[config.mk]
export PLATFORM = sky130hd
export DESIGN_NAME = column_renderer
export DESIGN_NICKNAME = d
export VERILOG_FILES = /design/src/rtl/raycast_pkg.sv /design/src/rtl/column_shader.sv /design/src/rtl/column_renderer.sv
export SDC_FILE = /design/constraint.sdc
export NUM_CORES = 1
export LEC_CHECK = 0
export BUFFER_PORTS_ARGS = -buffer_cell sky130_fd_sc_hd__buf_4
export CORE_MARGIN = 5
export CORE_UTILIZATION = 40
export DETAILED_ROUTE_END_ITERATION = 12
export GPL_ROUTABILITY_DRIVEN = 0
export PLACE_DENSITY_LB_ADDON = 0.05
export SYNTH_ARGS = -nofsm -noshare
export SYNTH_HDL_FRONTEND = slang
export SYNTH_HIERARCHICAL = 1
export SYNTH_SLANG_ARGS = --single-unit
[constraint.sdc]
create_clock -name pixel_clk_in -period 2.56 [get_ports pixel_clk_in]
set_input_delay 0.512 -clock pixel_clk_in [delete_from_list [all_inputs] [get_ports pixel_clk_in]]
set_output_delay 0.512 -clock pixel_clk_in [all_outputs]
set_load 0.02 [all_outputs]
[src/rtl/raycast_pkg.sv]
// Shared types and constants for the column renderer: FSM states,
// descriptor field layout and the RGB565 wall palette.
package raycast_pkg;

  typedef enum logic {
    IDLE = 1'b0,
    DRAW = 1'b1
  } state_t;

  localparam int unsigned DESC_W       = 38;
  localparam int unsigned HCOUNT_LSB   = 29;
  localparam int unsigned HCOUNT_W     = 9;
  localparam int unsigned LINE_H_LSB   = 21;
  localparam int unsigned LINE_H_W     = 8;
  localparam int unsigned WALL_TYPE_BIT = 20;
  localparam int unsigned MAP_LSB      = 16;
  localparam int unsigned MAP_W        = 4;
  localparam int unsigned WALL_X_LSB   = 0;
  localparam int unsigned WALL_X_W     = 16;

  localparam logic [15:0] SHADE_MASK = 16'h7BEF;

  localparam logic [15:0] PALETTE [16] = '{
    16'hFFFF, 16'h0000, 16'hF800, 16'h07E0,
    16'h001F, 16'hFFE0, 16'h07FF, 16'hF81F,
    16'h8410, 16'hC618, 16'hFC00, 16'h8000,
    16'h0400, 16'h0010, 16'h8010, 16'h0410
  };

endpackage

[src/rtl/column_shader.sv]
// Combinational ceiling / wall / floor colour select for one row.
// Wall darkening for wallType = 1 is built only when SHADING_EN is defined.
module column_shader
  import raycast_pkg::*;
#(
  parameter int unsigned ROW_W       = 8,
  parameter logic [15:0] CEIL_COLOR  = 16'hFFFF,
  parameter logic [15:0] FLOOR_COLOR = 16'h8410
) (
  input  logic [ROW_W-1:0] row,
  input  logic [ROW_W-1:0] draw_start,
  input  logic [ROW_W-1:0] draw_end,
  input  logic [MAP_W-1:0] map_data,
  input  logic             wall_type,
  output logic [15:0]      pixel
);

  logic [15:0] base_color;
  logic [15:0] wall_color;

  assign base_color = PALETTE[map_data];

`ifdef SHADING_EN
  assign wall_color = wall_type ? ((base_color >> 1) & SHADE_MASK) : base_color;
`else
  logic unused_wall_type;
  assign unused_wall_type = wall_type;
  assign wall_color       = base_color;
`endif

  always_comb begin
    pixel = FLOOR_COLOR;
    if (row < draw_start) begin
      pixel = CEIL_COLOR;
    end else if (row < draw_end) begin
      pixel = wall_color;
    end
  end

endmodule

[src/rtl/column_renderer.sv]
// Expands one column descriptor into SCREEN_HEIGHT frame-buffer pixel beats.
// Optional build macro: SHADING_EN (darkens wallType = 1 wall pixels).
module column_renderer
  import raycast_pkg::*;
#(
  parameter int unsigned SCREEN_WIDTH  = 320,
  parameter int unsigned SCREEN_HEIGHT = 180,
  parameter logic [15:0] CEIL_COLOR    = 16'hFFFF,
  parameter logic [15:0] FLOOR_COLOR   = 16'h8410,
  localparam int unsigned ADDR_W       = $clog2(SCREEN_WIDTH*SCREEN_HEIGHT)
) (
  input  logic              pixel_clk_in,
  input  logic              rst_in,
  input  logic              dda_fifo_tvalid_in,
  input  logic [DESC_W-1:0] dda_fifo_tdata_in,
  input  logic              dda_fifo_tlast_in,
  output logic              renderer_tready_out,
  input  logic              frame_buff_ready_in,
  output logic              ray_valid_out,
  output logic [ADDR_W-1:0] ray_address_out,
  output logic [15:0]       ray_pixel_out,
  output logic              ray_last_pixel_out
);

  localparam int unsigned ROW_W  = $clog2(SCREEN_HEIGHT + 1);
  localparam int unsigned HALF_H = SCREEN_HEIGHT / 2;

  state_t state, next_state;

  logic [ROW_W-1:0]    row_cnt;
  logic [HCOUNT_W-1:0] hcount_q;
  logic [MAP_W-1:0]    map_q;
  logic                wall_type_q;
  logic                last_q;
  logic [ROW_W-1:0]    draw_start_q, draw_end_q;
  logic [ROW_W-1:0]    draw_start_d, draw_end_d;
  logic [LINE_H_W-1:0] half;
  logic [15:0]         shade_pixel;
  logic                handshake, accept, col_done, emit;

  logic unused_wall_x;
  assign unused_wall_x = ^dda_fifo_tdata_in[WALL_X_LSB +: WALL_X_W];

  assign handshake = dda_fifo_tvalid_in & renderer_tready_out;
  assign accept    = ray_valid_out & frame_buff_ready_in;
  // row_cnt is the next row to emit, so it equals SCREEN_HEIGHT while the final row is on the bus
  assign col_done  = accept && (row_cnt == ROW_W'(SCREEN_HEIGHT));
  assign emit      = (state == DRAW) && ((row_cnt == '0) || (accept && !col_done));

  always_comb begin
    half         = dda_fifo_tdata_in[LINE_H_LSB +: LINE_H_W] >> 1;
    draw_start_d = '0;
    draw_end_d   = ROW_W'(SCREEN_HEIGHT);
    if (32'(half) < HALF_H) begin
      draw_start_d = ROW_W'(HALF_H - 32'(half));
      draw_end_d   = ROW_W'(HALF_H + 32'(half));
    end
  end

  always_comb begin
    next_state = state;
    case (state)
      IDLE:    if (handshake) next_state = DRAW;
      DRAW:    if (col_done)  next_state = IDLE;
      default: next_state = IDLE;
    endcase
  end

  column_shader #(
    .ROW_W      (ROW_W),
    .CEIL_COLOR (CEIL_COLOR),
    .FLOOR_COLOR(FLOOR_COLOR)
  ) u_shader (
    .row       (row_cnt),
    .draw_start(draw_start_q),
    .draw_end  (draw_end_q),
    .map_data  (map_q),
    .wall_type (wall_type_q),
    .pixel     (shade_pixel)
  );

  always_ff @(posedge pixel_clk_in or negedge rst_in) begin
    if (!rst_in) begin
      state               <= IDLE;
      renderer_tready_out <= 1'b0;
      ray_valid_out       <= 1'b0;
      ray_last_pixel_out  <= 1'b0;
      ray_address_out     <= '0;
      ray_pixel_out       <= '0;
      row_cnt             <= '0;
      hcount_q            <= '0;
      map_q               <= '0;
      wall_type_q         <= 1'b0;
      last_q              <= 1'b0;
      draw_start_q        <= '0;
      draw_end_q          <= '0;
    end else begin
      state               <= next_state;
      renderer_tready_out <= (next_state == IDLE);
      if (handshake) begin
        hcount_q     <= dda_fifo_tdata_in[HCOUNT_LSB +: HCOUNT_W];
        map_q        <= dda_fifo_tdata_in[MAP_LSB +: MAP_W];
        wall_type_q  <= dda_fifo_tdata_in[WALL_TYPE_BIT];
        last_q       <= dda_fifo_tlast_in;
        draw_start_q <= draw_start_d;
        draw_end_q   <= draw_end_d;
        row_cnt      <= '0;
      end
      if (emit) begin
        ray_valid_out      <= 1'b1;
        ray_pixel_out      <= shade_pixel;
        ray_address_out    <= (row_cnt == '0) ? ADDR_W'(hcount_q)
                                              : ray_address_out + ADDR_W'(SCREEN_WIDTH);
        ray_last_pixel_out <= last_q && (row_cnt == ROW_W'(SCREEN_HEIGHT - 1));
        row_cnt            <= row_cnt + 1'b1;
      end else if (col_done) begin
        ray_valid_out      <= 1'b0;
        ray_last_pixel_out <= 1'b0;
      end
    end
  end

endmodule

==> run summary <==
The wire length of the first global-routing pass is 15,300 µm. The share of cells above drive strength 1 is 24.4%. The detail-routed net length per standard cell came out at 14.8 µm. The synthesized net count came out at 485. The number of cell rows is 36. The minimum period implied by the final worst setup slack came out at 2.31 ns.

The TritonCTS sink count came out at 73. In this run the standard cell core region covers 9820 µm². The flow ran to the end, and the final reports show no timing, DRC or antenna violations.

The top-level I/O count came out at 78. The power dissipated by switching net loads came out at 0.00225 W. The met2 wirelength from detailed routing is 4370 µm.

Dividing the final minimum period by the clock period gives 90.3%. The initial core utilization came out at 41.0%. Leaving out filler cells and counting taps, the final layout contains 616. The buffer levels on the longest clock path came out at 2.

In this run the cell area of the synthesized design comes to 4030 µm². The number of cells on the worst reg-to-reg path came out at 6. Derived from the worst setup path, the maximum achievable clock frequency is 433 MHz. Input and output buffers added on the ports amount to 59. The HPWL after detailed placement is 6700 µm. The vias per cell came out at 5.08.

Adding up every negative setup slack in the final design gives 0 ns. Across the run, the number of max-cap violations was 0. The tree is rooted in a clkbuf_8. Among all stages on the critical path, the largest delay is contributed by or4_4.

The number of antenna violations at the first check in global routing is 0. The worst hold path belongs to the class in2async. Synthesis produced 416 cells. The largest driver fanout on the critical path came out at 9. The number of setup buffers added after CTS came out at 0.

The total overflow reported by the global router came out at 0. The design internal power came out at 0.00330 W. The post-detailed-route count of antenna-violating nets came out at 0. The H-tree depth is 3. The total routing usage reported by global routing is 16.3%. Of the total power, the clock network draws 19.2%. The peak supply drop came out at 567 µV.

The max-slew violation count came out at 0. The pre-CTS setup slack came out at 0.257 ns. The kind of end point of the critical path is a register. In this run switching power makes up 40.5% of total power. The endpoint required time on the critical path is 2.79 ns. The classification of the worst setup path is reg2reg. The total setup violations reported at the end of the flow is 0. The final routed wirelength across all metal layers is 9140 µm. The via count of the first global-routing pass is 3,089. The portion of total power attributed to sequential cells came out at 34.4%. The total CTS buffers is 9.

The largest single stage delay on the critical path is 0.53 ns. The combinational fraction of design power is 46.4%. The clock slew at the register clock pins of the worst setup and hold paths came out at 0.08 ns. The die area came out at 12,200 µm².

The net count of the finished layout is 547. The average cell area after synthesis is 9.68 µm². The worst setup margin is 0.249 ns. The worst setup path is launched from a register. The total area of multi-input combinational cells is 1960 µm². After detailed routing, the number of remaining DRC violations is 0. The post-route met1 wirelength is 4230 µm. Leaving out fill and tap cells, the most frequent cells in the layout are nand2_1, dfrtp_1, buf_4, inv_1, ha_1.

The final antenna diode count is 0. The number of detailed-route iterations in the first pass is 4. At the end of the flow the core is filled with cells to 49.4%.

STA puts the critical path data arrival time at 2.54 ns. The area growth from synthesis to layout is 20.4%. The smallest hold slack came out at 0.102 ns. The leakage dissipation is 2.29 nW. For this design the ratio of total power to cell area is 1140 nW/µm². Setup repair after global routing left no endpoint under its margin. The DRC marker count from the first detailed-route iteration came out at 90. The Yosys step of the flow raised 6 warnings.

The wire length on met3 came out at 376 µm. The dominant delay contributor by cell family on the critical path is simple AND/OR/NAND/NOR gates. The vertical die dimension came out at 110 µm. The clock reaches the later pin of the worst-skew pair after 0.35 ns. The setup skew after layout came out at 0.00859 ns. The register cell area after layout came out at 1830 µm².

The final hold violation count is 0. The quantity of hold-fixing buffers added after cts is 0. The die is 110 µm wide.

The total buffers and inverters traversed by the critical path came out at 0. The depth of the critical timing path with buffers and inverters included came out at 6. The signal on the critical path passes through ha_1 -> or4_4 -> a21oi_2 -> o31ai_2 -> or3b_1 -> mux2_2. The routed layout has 3,129 vias. Leaving out fill and tap cells, the most frequent cell in the layout is nand2_1. Once the clock tree was built, the resizer swapped 0 gates to a different size.

At the pin with the least slew margin, the transition time is 0.731 ns. Entering global routing, the biggest net connects 42 pins. The cell count after placement is 600. Headroom to the max-slew limit came out at 50.0%. Counting the fill cells in the layout gives 968. The TritonCTS clock tree is done. The highest layer used for signal routing is met4.
==> routing by layer <==
metal  GRT usage (%)  vias to the layer above
met4            4.22                        0
li1                -                     1566
met3            4.08                       13
met5               0                        -
met1            21.8                     1482
met2            26.3                       68
==> state kept, by name, summed over array words and instances (netlist names) <==
register             flops
ray_address_out         16
ray_pixel_out           16
hcount_q                 9
draw_start_q             8
row_cnt                  8
draw_end_q               7
map_q                    4
last_q                   1
ray_last_pixel_out       1
ray_valid_out            1
renderer_tready_out      1
state                    1
==> power by group through the flow <==
| stage | Combinational, W | Clock (W) | Sequential (W) |
|---|---|---|---|
| floorplan | 0.00182 | 0 | 0.00199 |
| global placement | 0.00252 | 0 | 0.00193 |
| detailed placement | 0.00259 | 0 | 0.00194 |
| CTS | 0.00261 | 0.00110 | 0.00192 |
| global route | 0.00289 | 0.00116 | 0.00198 |
| finish | 0.00257 | 0.00107 | 0.00191 |
==> cell type report <==
class / count / area share, %
clock buffers: 10 / 2.84
clock inverters: 6 / 1.96
inverters: 28 / 2.17
multi-input cells: 293 / 40.4
flip-flops and latches: 73 / 37.7
well taps: 133 / 3.43
repair buffers: 73 / 11.6
==> final timing paths <==
path / from / end / slack [ns]
worst max-delay path: row_cnt[1]$_DFFE_PN0P_ / ray_pixel_out[15]$_DFFE_PN0P_ / 0.25
worst min-delay path: rst_in / ray_address_out[9]$_DFFE_PN0P_ / 0.10
worst max register to register: row_cnt[1]$_DFFE_PN0P_ / ray_pixel_out[15]$_DFFE_PN0P_ / 0.25
worst min register to register: hcount_q[3]$_DFFE_PN0P_ / ray_address_out[3]$_DFFE_PN0P_ / 0.47
max in group asynchronous: rst_in / ray_pixel_out[15]$_DFFE_PN0P_ / 1.89
min in group pixel_clk_in: dda_fifo_tdata_in[31] / hcount_q[2]$_DFFE_PN0P_ / 0.34
==> stage by stage <==
| step | power [W] | instance area (µm²) |
|---|---|---|
| global placement | 0.00445 | 4620 |
| global route | 0.00603 | 4850 |
| detailed placement | 0.00453 | 4620 |
| floorplan | 0.00381 | 4030 |
| CTS | 0.00562 | 4850 |
| finish | 0.00555 | 4850 |
Note: power is estimated with default switching activity, not from simulation.
